==> config.mk <==
export PLATFORM = sky130hd
export DESIGN_NAME = cla_seq_adder_ctrl
export DESIGN_NICKNAME = d
export VERILOG_FILES = /design/src/rtl/cla_seq_adder_ctrl.sv
export SDC_FILE = /design/constraint.sdc
export NUM_CORES = 1
export LEC_CHECK = 0
export ABC_AREA = 1
export BUFFER_PORTS_ARGS = -buffer_cell sky130_fd_sc_hd__buf_2
export CAP_MARGIN = 20
export CORE_AREA = 4 4 120 145
export CTS_BUF_LIST = sky130_fd_sc_hd__clkbuf_2
export CTS_CLUSTER_DIAMETER = 150
export CTS_CLUSTER_SIZE = 24
export DETAILED_ROUTE_END_ITERATION = 10
export DIE_AREA = 0 0 124 149
export GPL_TIMING_DRIVEN = 0
export PLACE_DENSITY_LB_ADDON = 0.15
export SLEW_MARGIN = 15
export SYNTH_ARGS = -nofsm -noshare
export SYNTH_HDL_FRONTEND = slang
export SYNTH_SLANG_ARGS = --single-unit
==> constraint.sdc <==
create_clock -name clk -period 5.6 [get_ports clk]
set_clock_uncertainty 0.2 [all_clocks]
set_input_delay 1.12 -clock clk [delete_from_list [all_inputs] [get_ports clk]]
set_output_delay 1.12 -clock clk [all_outputs]
set_load 0.005 [all_outputs]
==> src/rtl/cla_seq_adder_ctrl.sv <==
// Area-reduced WIDTH-bit add/subtract: one 4-bit carry-lookahead slice reused LSB-first,
// one nibble per clock. Optional {N,Z,C,V} flags port enabled by defining CLA_SEQ_FLAGS_EN.
module cla_seq_adder_ctrl #(
  parameter int unsigned WIDTH = 64
) (
  input  logic             clk,
  input  logic             rst_n,
  input  logic             in_valid,
  output logic             in_ready,
  input  logic [WIDTH-1:0] a,
  input  logic [WIDTH-1:0] b,
  input  logic             cin,
  input  logic             sub,
  output logic             out_valid,
  input  logic             out_ready,
  output logic [WIDTH-1:0] sum,
  output logic             cout
`ifdef CLA_SEQ_FLAGS_EN
  ,
  output logic [3:0]       flags
`endif
);

  localparam int unsigned NSlice = WIDTH / 4;
  localparam int unsigned IdxW   = (NSlice > 1) ? $clog2(NSlice) : 1;
  localparam int unsigned BaseW  = IdxW + 2;

  typedef enum logic [1:0] {StIdle, StRun, StDone} state_e;

  state_e            state_q;
  logic [IdxW-1:0]   idx_q;
  logic [WIDTH-1:0]  opa_q;
  logic [WIDTH-1:0]  opb_q;
  logic              carry_q;
  logic [WIDTH-1:0]  sum_q;
  logic              cout_q;
  logic              in_ready_q;
  logic              out_valid_q;

  logic [BaseW-1:0]  base;
  logic [3:0]        slice_a;
  logic [3:0]        slice_b;
  logic [3:0]        slice_g;
  logic [3:0]        slice_p;
  logic [4:0]        slice_c;
  logic [3:0]        slice_sum;
  logic              last;

  assign base    = {idx_q, 2'b00};
  assign slice_a = opa_q[base +: 4];
  assign slice_b = opb_q[base +: 4];
  assign last    = (idx_q == IdxW'(NSlice - 1));

  // Carry-lookahead slice: all four carries from generate/propagate, no ripple.
  always_comb begin
    slice_g    = slice_a & slice_b;
    slice_p    = slice_a ^ slice_b;
    slice_c[0] = carry_q;
    slice_c[1] = slice_g[0] | (slice_p[0] & carry_q);
    slice_c[2] = slice_g[1] | (slice_p[1] & slice_g[0]) | (slice_p[1] & slice_p[0] & carry_q);
    slice_c[3] = slice_g[2] | (slice_p[2] & slice_g[1]) | (slice_p[2] & slice_p[1] & slice_g[0])
               | (slice_p[2] & slice_p[1] & slice_p[0] & carry_q);
    slice_c[4] = slice_g[3] | (slice_p[3] & slice_g[2]) | (slice_p[3] & slice_p[2] & slice_g[1])
               | (slice_p[3] & slice_p[2] & slice_p[1] & slice_g[0])
               | (slice_p[3] & slice_p[2] & slice_p[1] & slice_p[0] & carry_q);
    slice_sum  = slice_p ^ slice_c[3:0];
  end

`ifdef CLA_SEQ_FLAGS_EN
  logic [3:0]       flags_q;
  logic [WIDTH-1:0] full_sum;
  logic             ovf;

  // Only meaningful on the last RUN edge, when the top nibble is the one being computed.
  assign full_sum = {slice_sum, sum_q[WIDTH-5:0]};
  assign ovf      = (opa_q[WIDTH-1] == opb_q[WIDTH-1]) && (full_sum[WIDTH-1] != opa_q[WIDTH-1]);
  assign flags    = flags_q;
`endif

  always_ff @(posedge clk or negedge rst_n) begin
    if (!rst_n) begin
      state_q     <= StIdle;
      idx_q       <= '0;
      opa_q       <= '0;
      opb_q       <= '0;
      carry_q     <= 1'b0;
      sum_q       <= '0;
      cout_q      <= 1'b0;
      in_ready_q  <= 1'b1;
      out_valid_q <= 1'b0;
`ifdef CLA_SEQ_FLAGS_EN
      flags_q     <= 4'b0000;
`endif
    end else begin
      case (state_q)
        StIdle: begin
          if (in_valid) begin
            opa_q      <= a;
            opb_q      <= sub ? ~b : b;
            carry_q    <= sub | cin;
            idx_q      <= '0;
            state_q    <= StRun;
            in_ready_q <= 1'b0;
          end
        end
        StRun: begin
          sum_q[base +: 4] <= slice_sum;
          carry_q          <= slice_c[4];
          idx_q            <= last ? '0 : idx_q + IdxW'(1);
          if (last) begin
            cout_q      <= slice_c[4];
            state_q     <= StDone;
            out_valid_q <= 1'b1;
`ifdef CLA_SEQ_FLAGS_EN
            flags_q     <= {full_sum[WIDTH-1], (full_sum == '0), slice_c[4], ovf};
`endif
          end
        end
        StDone: begin
          if (out_ready) begin
            state_q     <= StIdle;
            out_valid_q <= 1'b0;
            in_ready_q  <= 1'b1;
          end
        end
        default: begin
          state_q     <= StIdle;
          out_valid_q <= 1'b0;
          in_ready_q  <= 1'b1;
        end
      endcase
    end
  end

  assign in_ready  = in_ready_q;
  assign out_valid = out_valid_q;
  assign sum       = sum_q;
  assign cout      = cout_q;

endmodule
==> key figures, run 1 <==
Route
  • Initial DRC count: 628
  • Antenna Nets Post-Route: 0
  • Avg Vias per Cell: 5.39
  • Post-Route WL: 26400 um
  • Drt drc: 0
  • Via Count: 8603
  • DR WL/cell: 16.5 um
  • Pre-Repair DR Iteration Count: 7

Flow run
  • Max Cap Viol: 0

Finish
  • Reg area: 5060 um2
  • Share of layout cells above drive strength 1: 20.4%
  • Area grow syn2layout: 15.0%
  • Most common cell after layout, fill and taps aside: nand2_1
  • Final nets: 1524
  • Area of the multi-input gates: 4100 um2
  • Most frequent cells in the layout: nand2_1, buf_2, dfrtp_1
  • Final instance area: 11100 um2
  • Filler cells: 1435

Global route
  • Gr usage total: 28.7%
  • Grt met1 use: 37.7%
  • First-pass GRT wire length: 41600 um
  • Overflow after GRT: 0
  • Met2 Use GR: 48.7%
  • Met3 usage: 4.10%
  • GR peak layer: met2
  • Initial antenna violation count: 1
  • Vias in the first global route: 8182
  • Pin count of the biggest net entering global routing: 71

Synthesis
  • Distinct cells, synth: 32
  • Seq/Total Area, Yosys: 52.6%
  • Yosys warnings: 0
  • Mapped Area: 9610 um2
  • Syn Inst Count: 1164
  • Synthesized Nets: 1308
  • #FFs+latches synth: 202
  • Mean Syn Cell Area: 8.26 um2

STA
  • Setup Viol. Count Final: 0
  • Max Clk Rate: 255 MHz
  • Fin crit period: 3.92 ns
  • Max-slew headroom: 45.2%
  • Period Utilization, post-route: 70.0%
  • Final-report max-slew violation count: 0
  • RSZ-0062 raised after global routing: no
  • Final worst setup slack: 1.68 ns
  • Worst Max-Slew Pin Slew: 0.815 ns
  • Final hold vios: 0

Place
  • Post-place setup slack: 1.78 ns
  • Cell Area, Placed: 10900 um2
  • I/O Buffers: 199
  • DPL Wire Length: 20000 um
  • Placer Congestion: 0.935

Clock tree
  • Clock Latency Late Sink: 0.79 ns
  • Max H-tree Level: 1
  • CTS Buffer Depth: 3
  • Postcts setup bufs: 0
  • CTS tree: yes
  • Cts bufs inserted: 12
  • Clock Tree Root: clkbuf_2
  • CTS sink count: 202
  • Clock transition at path regs: 0.45 ns

Min path
  • Worst Hold Path EP: opa_q[17]
  • Critical hold path startpoint: a[17]
  • Hold path depth: 3
  • Hold WC Path Type: in2reg

Setup path
  • WP data required: 6.14 ns
  • Critical path's most frequent cell: inv_1
  • Startpoint Class: flip-flop
  • CP Capture Type: flip-flop
  • CP Cell Sequence: buf_6 > inv_1 > clkbuf_1 > o21ai_0 > o211ai_1 > nand4_1 > nand2_1 > ha_1 > xnor2_1 > inv_1 > nand3_1 > o21ai_1
  • Max FO, Critical Path: 11
  • Worst r2r src: idx_q[1]
  • FF-to-FF End: sum[21]
  • Critical Path Max Stage Delay: 0.67 ns
  • Crit path buffers/inverters: 4
  • Reg2Reg Depth: 12
  • Worst Path Arrival: 4.46 ns
  • Critical path class: reg2reg
  • Crit path max-delay family: buffers and inverters
  • CP max-delay cell: xnor2_1
  • Flop2flop setup slack: 1.68 ns

Floorplan
  • DIE AREA: 18500 um2
  • Row count: 51
  • Starting Density: 60.0%
  • Die H: 149 um
  • Die X: 124 um
  • Core ar.: 16000 um2
  • I/O Pins: 201

Power
  • Worst VDD drop: 300 uV
  • Sw power: 3.19 mW
  • Internal Dissipation: 3.29 mW
  • Combinational power share: 54.1%
  • Sequential share of power: 37.7%
  • Clock share of power: 8.2%
  • Switching share of total power: 49.2%
  • Power Density: 587 nW/um2
  • LEAKAGE: 5.67 nW

Status
  • Status: complete, no violations
-- synth_stat cells --
cell type  instances  area share [%]
a21o_1             1           0.078
a21oi_1           11            0.57
a31oi_1            4            0.26
buf_1              5            0.20
buf_2             26             1.4
buf_4              1           0.078
buf_6              1            0.12
clkbuf_1          29             1.1
clkinv_1           1           0.039
dfrtp_1          201              52
dfstp_2            1            0.27
fa_1               1            0.21
ha_1               9             1.2
inv_1             32             1.2
inv_2             16            0.62
nand2_1          438              17
nand2_2            8            0.52
nand2_4            1            0.12
nand3_1           43             2.2
nand3_2            1            0.10
nand4_1           23             1.5
nor2_1            62             2.4
nor2_2             6            0.39
nor2_4             1            0.12
nor2_8             1            0.21
nor3_1             1           0.052
o211ai_1          18             1.4
o21ai_0          117             6.1
o21ai_1           38             2.0
o22ai_1            1           0.065
o32ai_1            1           0.091
xnor2_1           65             5.9
-- how the worst max path moves through the flow --
| stage | endpoint | start | depth (start not counted) | slack [ns] |
|---|---|---|---|---|
| after floorplan | sum[13] | idx_q[1] | 11 | 2.82 |
| after global placement | opb_q[26] | rst_n | 1 | -0.05 |
| after detailed placement | sum[21] | idx_q[1] | 11 | 1.78 |
| after CTS | sum[21] | idx_q[1] | 11 | 1.73 |
| after global routing | sum[21] | idx_q[1] | 12 | 1.39 |
| final | sum[21] | idx_q[1] | 12 | 1.68 |
-- power groups by stage --
stage          logic (mW)  registers (mW)  clock network [mW]
2_1_floorplan        2.30            2.40                   0
3_3_place_gp         3.39            2.45                   0
3_5_place_dp         3.48            2.47                   0
4_1_cts              3.49            2.44               0.545
5_1_grt              3.92            2.51               0.597
6_report             3.51            2.44               0.533
-- per-stage QoR --
stage | hold WS, ns | setup TNS (ns) | std cells | util (%) | power (mW)
floorplan | 0.244 | 0 | 1164 | - | 4.70
global placement | 0.257 | -7.36 | 1575 | 67.9 | 5.84
detailed placement | 0.261 | 0 | 1577 | 68.3 | 5.95
CTS | 0.197 | 0 | 1596 | 69.0 | 6.47
global route | 0.166 | 0 | 1597 | 69.0 | 7.03
finish | 0.247 | 0 | 1597 | 69.0 | 6.48
-- state kept, by name, summed over array words and instances, names as in the netlist --
signal / flops
cout: 1
carry_q: 1
idx_q: 4
opa_q: 64
state_q: 2
in_ready: 1
out_valid: 1
sum: 64
opb_q: 64
-- final cells by class --
type / count / area share, %
clock inverter: 1 / 0.147
clock buffer: 17 / 0.770
antenna: 1 / 0.0226
multi-input combinational: 851 / 37.1
buffer: 62 / 2.50
tap: 212 / 2.40
sequential: 202 / 45.7
inverter: 49 / 1.66
timing repair buffer: 202 / 9.69
-- worst register-to-register path, stage by stage (launching register included) --
cell and delay, ns:
dfrtp_1 0.50, buf_6 0.16, inv_1 0.12, clkbuf_1 0.54, o21ai_0 0.22, o211ai_1 0.36
nand4_1 0.13, nand2_1 0.12, ha_1 0.29, xnor2_1 0.67, inv_1 0.21, nand3_1 0.23
o21ai_1 0.11
-- kinds of logic (layout without fill, tap and decap cells) --
group | after synthesis | count (layout) | share of synthesized area (%)
AND/OR/NAND/NOR | 585 | 585 | 24.8
other | 0 | 1 | 0
AO/OA/AOI/OAI | 191 | 191 | 10.5
XOR/XNOR | 65 | 65 | 5.92
adder cells (fa/ha/maj) | 10 | 10 | 1.38
flip-flops | 202 | 202 | 52.6
buffers and inverters | 111 | 331 | 4.79
-- metal layers --
metal / wire length [um] / vias to the layer above
met5: 0 / -
met4: 905 / 0
met3: 1840 / 63
met2: 13100 / 340
met1: 10500 / 4017
li1: - / 4183
-- repair_timing --
item | 4_1_cts | 5_1_grt
hold buffers | 1 | 0
endpoints found under the hold margin | 37 | 0
resized for setup | 0 | 0
Note: power is estimated with default switching activity, not from simulation.
==> run 2, diff against run 1 <==
--- a/config.mk
+++ b/config.mk
@@ -8,12 +8,12 @@
 export ABC_AREA = 1
 export BUFFER_PORTS_ARGS = -buffer_cell sky130_fd_sc_hd__buf_2
 export CAP_MARGIN = 20
-export CORE_AREA = 4 4 120 145
+export CORE_AREA = 4 4 131 158
 export CTS_BUF_LIST = sky130_fd_sc_hd__clkbuf_2
 export CTS_CLUSTER_DIAMETER = 150
 export CTS_CLUSTER_SIZE = 24
 export DETAILED_ROUTE_END_ITERATION = 10
-export DIE_AREA = 0 0 124 149
+export DIE_AREA = 0 0 135 162
 export GPL_TIMING_DRIVEN = 0
 export PLACE_DENSITY_LB_ADDON = 0.15
 export SLEW_MARGIN = 15
==> constraint.sdc (replaced) <==
create_clock -name clk -period 3.38 [get_ports clk]
set_clock_uncertainty 0.2 [all_clocks]
set_input_delay 0.676 -clock clk [delete_from_list [all_inputs] [get_ports clk]]
set_output_delay 0.676 -clock clk [all_outputs]
set_load 0.005 [all_outputs]
==> key figures, run 2 (same netlist as run 1, synthesis figures left out) <==
Global route
  • Initial antenna violation count: 1
  • Gr usage total: 27.0%
  • Pin count of the biggest net entering global routing: 106
  • First-pass GRT wire length: 47100 um
  • Vias in the first global route: 9175
  • Overflow after GRT: 0

STA
  • Fin Setup TNS: 0 ns
  • Setup Viol. Count Final: 0
  • RSZ-0062 raised after global routing: no
  • Fin crit period: 3.19 ns
  • Max-slew headroom: 49.4%
  • Final hold vios: 0
  • Final-report max-slew violation count: 0
  • Worst Max-Slew Pin Slew: 0.759 ns
  • Max Clk Rate: 314 MHz
  • Period Utilization, post-route: 94.3%

Route
  • Avg Vias per Cell: 5.11
  • Via Count: 9085
  • Pre-Repair DR Iteration Count: 5
  • Post-Route WL: 29600 um
  • DR WL/cell: 16.6 um
  • Drt drc: 0
  • Initial DRC count: 621
  • Antenna Nets Post-Route: 0

Floorplan
  • DIE AREA: 21900 um2
  • Row count: 56
  • Core ar.: 19300 um2
  • I/O Pins: 201
  • Die X: 135 um
  • Die H: 162 um
  • Starting Density: 49.9%

Min path
  • Critical hold path startpoint: sub
  • Hold WC Path Type: in2reg
  • Worst Hold Path EP: opb_q[59]
  • Hold path depth: 3

Flow run
  • Max Cap Viol: 0

Clock tree
  • Clock transition at path regs: 0.45 ns
  • CTS Buffer Depth: 3
  • Clock Latency Late Sink: 0.83 ns
  • Cts bufs inserted: 12
  • Max H-tree Level: 1
  • CTS sink count: 202
  • Clock Tree Root: clkbuf_2
  • CTS tree: yes

Setup path
  • Max FO, Critical Path: 10
  • FF-to-FF End: sum[38]
  • Startpoint Class: flip-flop
  • Flop2flop setup slack: 0.19 ns
  • Worst r2r src: idx_q[1]
  • WP data required: 3.93 ns
  • CP Capture Type: flip-flop
  • Reg2Reg Depth: 15
  • Critical path class: reg2reg
  • Worst Path Arrival: 3.74 ns

Finish
  • Final instance area: 12500 um2
  • Cell Count, Final, Fillers Out: 1778
  • Area grow syn2layout: 30.3%
  • Share of layout cells above drive strength 1: 20.2%
  • Final nets: 1657
  • Filler cells: 1672
  • Most common cell after layout, fill and taps aside: nand2_1
  • Most frequent cells in the layout: nand2_1, buf_2, dfrtp_1

Power
  • Power Density: 913 nW/um2
  • Worst VDD drop: 644 uV
  • LEAKAGE: 6.28 nW

Place
  • DPL Wire Length: 20500 um
  • Cell Area, Placed: 11000 um2
  • Placer Congestion: 0.900
  • Dpl cells: 1625
  • I/O Buffers: 199

Status
  • Status: complete, no violations
## run 2: changes by cell type in the layout (fill, tap and decap cells not counted), moves of 4 or more
cell / change
buf_1: -5
buf_2: -4
buf_4: +9
clkbuf_1: -10
clkbuf_2: +7
clkbuf_4: +5
dlygate4sd3_1: +130
o21ai_0: -5
o21ai_1: +5
## run 2: worst max path at each step
stage	slack (ns)	from	depth (start not counted)	to
after floorplan	0.60	idx_q[1]	11	sum[13]
after global placement	-1.91	rst_n	1	opb_q[25]
after detailed placement	-0.55	idx_q[0]	11	sum[5]
after CTS	0.02	idx_q[0]	12	sum[5]
after global routing	0.008	idx_q[1]	14	sum[22]
final	0.19	idx_q[1]	15	sum[38]
## run 2: area by class of cell
cell class	count	area, um2	share of cell area, %
Multi-Input combinational cell	851	4160	33.2
Tap cell	261	327	2.61
Sequential cell	202	5060	40.4
Antenna cell	1	2.50	0.0200
Inverter	49	186	1.49
Clock buffer	16	80.1	0.639
Buffer	61	319	2.55
Timing Repair Buffer	336	2380	19.0
Clock inverter	1	16.3	0.130
## run 2: worst max-delay path, stage by stage, from the launching register on
cell and delay (ns):
dfrtp_1 0.50, buf_6 0.16, inv_1 0.14, buf_4 0.20, o21ai_0 0.10, o211ai_1 0.27, nand3_1 0.16, nand2_1 0.21
ha_1 0.28, nand3_1 0.11, nand3_1 0.07, nand2_1 0.12, nand2_4 0.14, nor3_4 0.29, nand2_1 0.09, nand2_1 0.06
## run 2: power breakdown
| part | internal, mW | total, mW | switching, mW |
|---|---|---|---|
| Sequential | 3.46 | 4.04 | 0.580 |
| Combinational | 2.31 | 6.52 | 4.21 |
| Clock | 0.136 | 0.874 | 0.738 |
| Total | 5.91 | 11.4 | 5.52 |
## run 2: through the flow
step / utilization [%] / power (mW) / hold WS [ns] / setup WS [ns]
after floorplan: - / 7.79 / 0.180 / 0.604
after global placement: 56.8 / 9.77 / 0.258 / -1.91
after detailed placement: 56.9 / 9.92 / 0.261 / -0.550
after CTS: 64.6 / 11.2 / 0.0593 / 0.0178
after global routing: 65.0 / 12.4 / 0.105 / 0.00824
final: 65.0 / 11.4 / 0.106 / 0.193
## run 2: layer usage
metal  GRT usage [%]  vias to the layer above  part of all wire (%)
li1                -                     4439                     -
met1            33.8                     4251                    40
met2            48.2                      321                    51
met3            2.54                       74                   5.2
met4            11.0                        0                   4.3
met5               0                        -                     0
## run 2: repair_timing
| item | in CTS | in global routing |
|---|---|---|
| hold endpoints to repair | 228 | 0 |
| endpoints found under the setup margin | 48 | 28 |
| setup buffers | 1 | 4 |
| gates resized for setup | 23 | 31 |
| pin swaps | 1 | 3 |
| hold buffers | 131 | 0 |
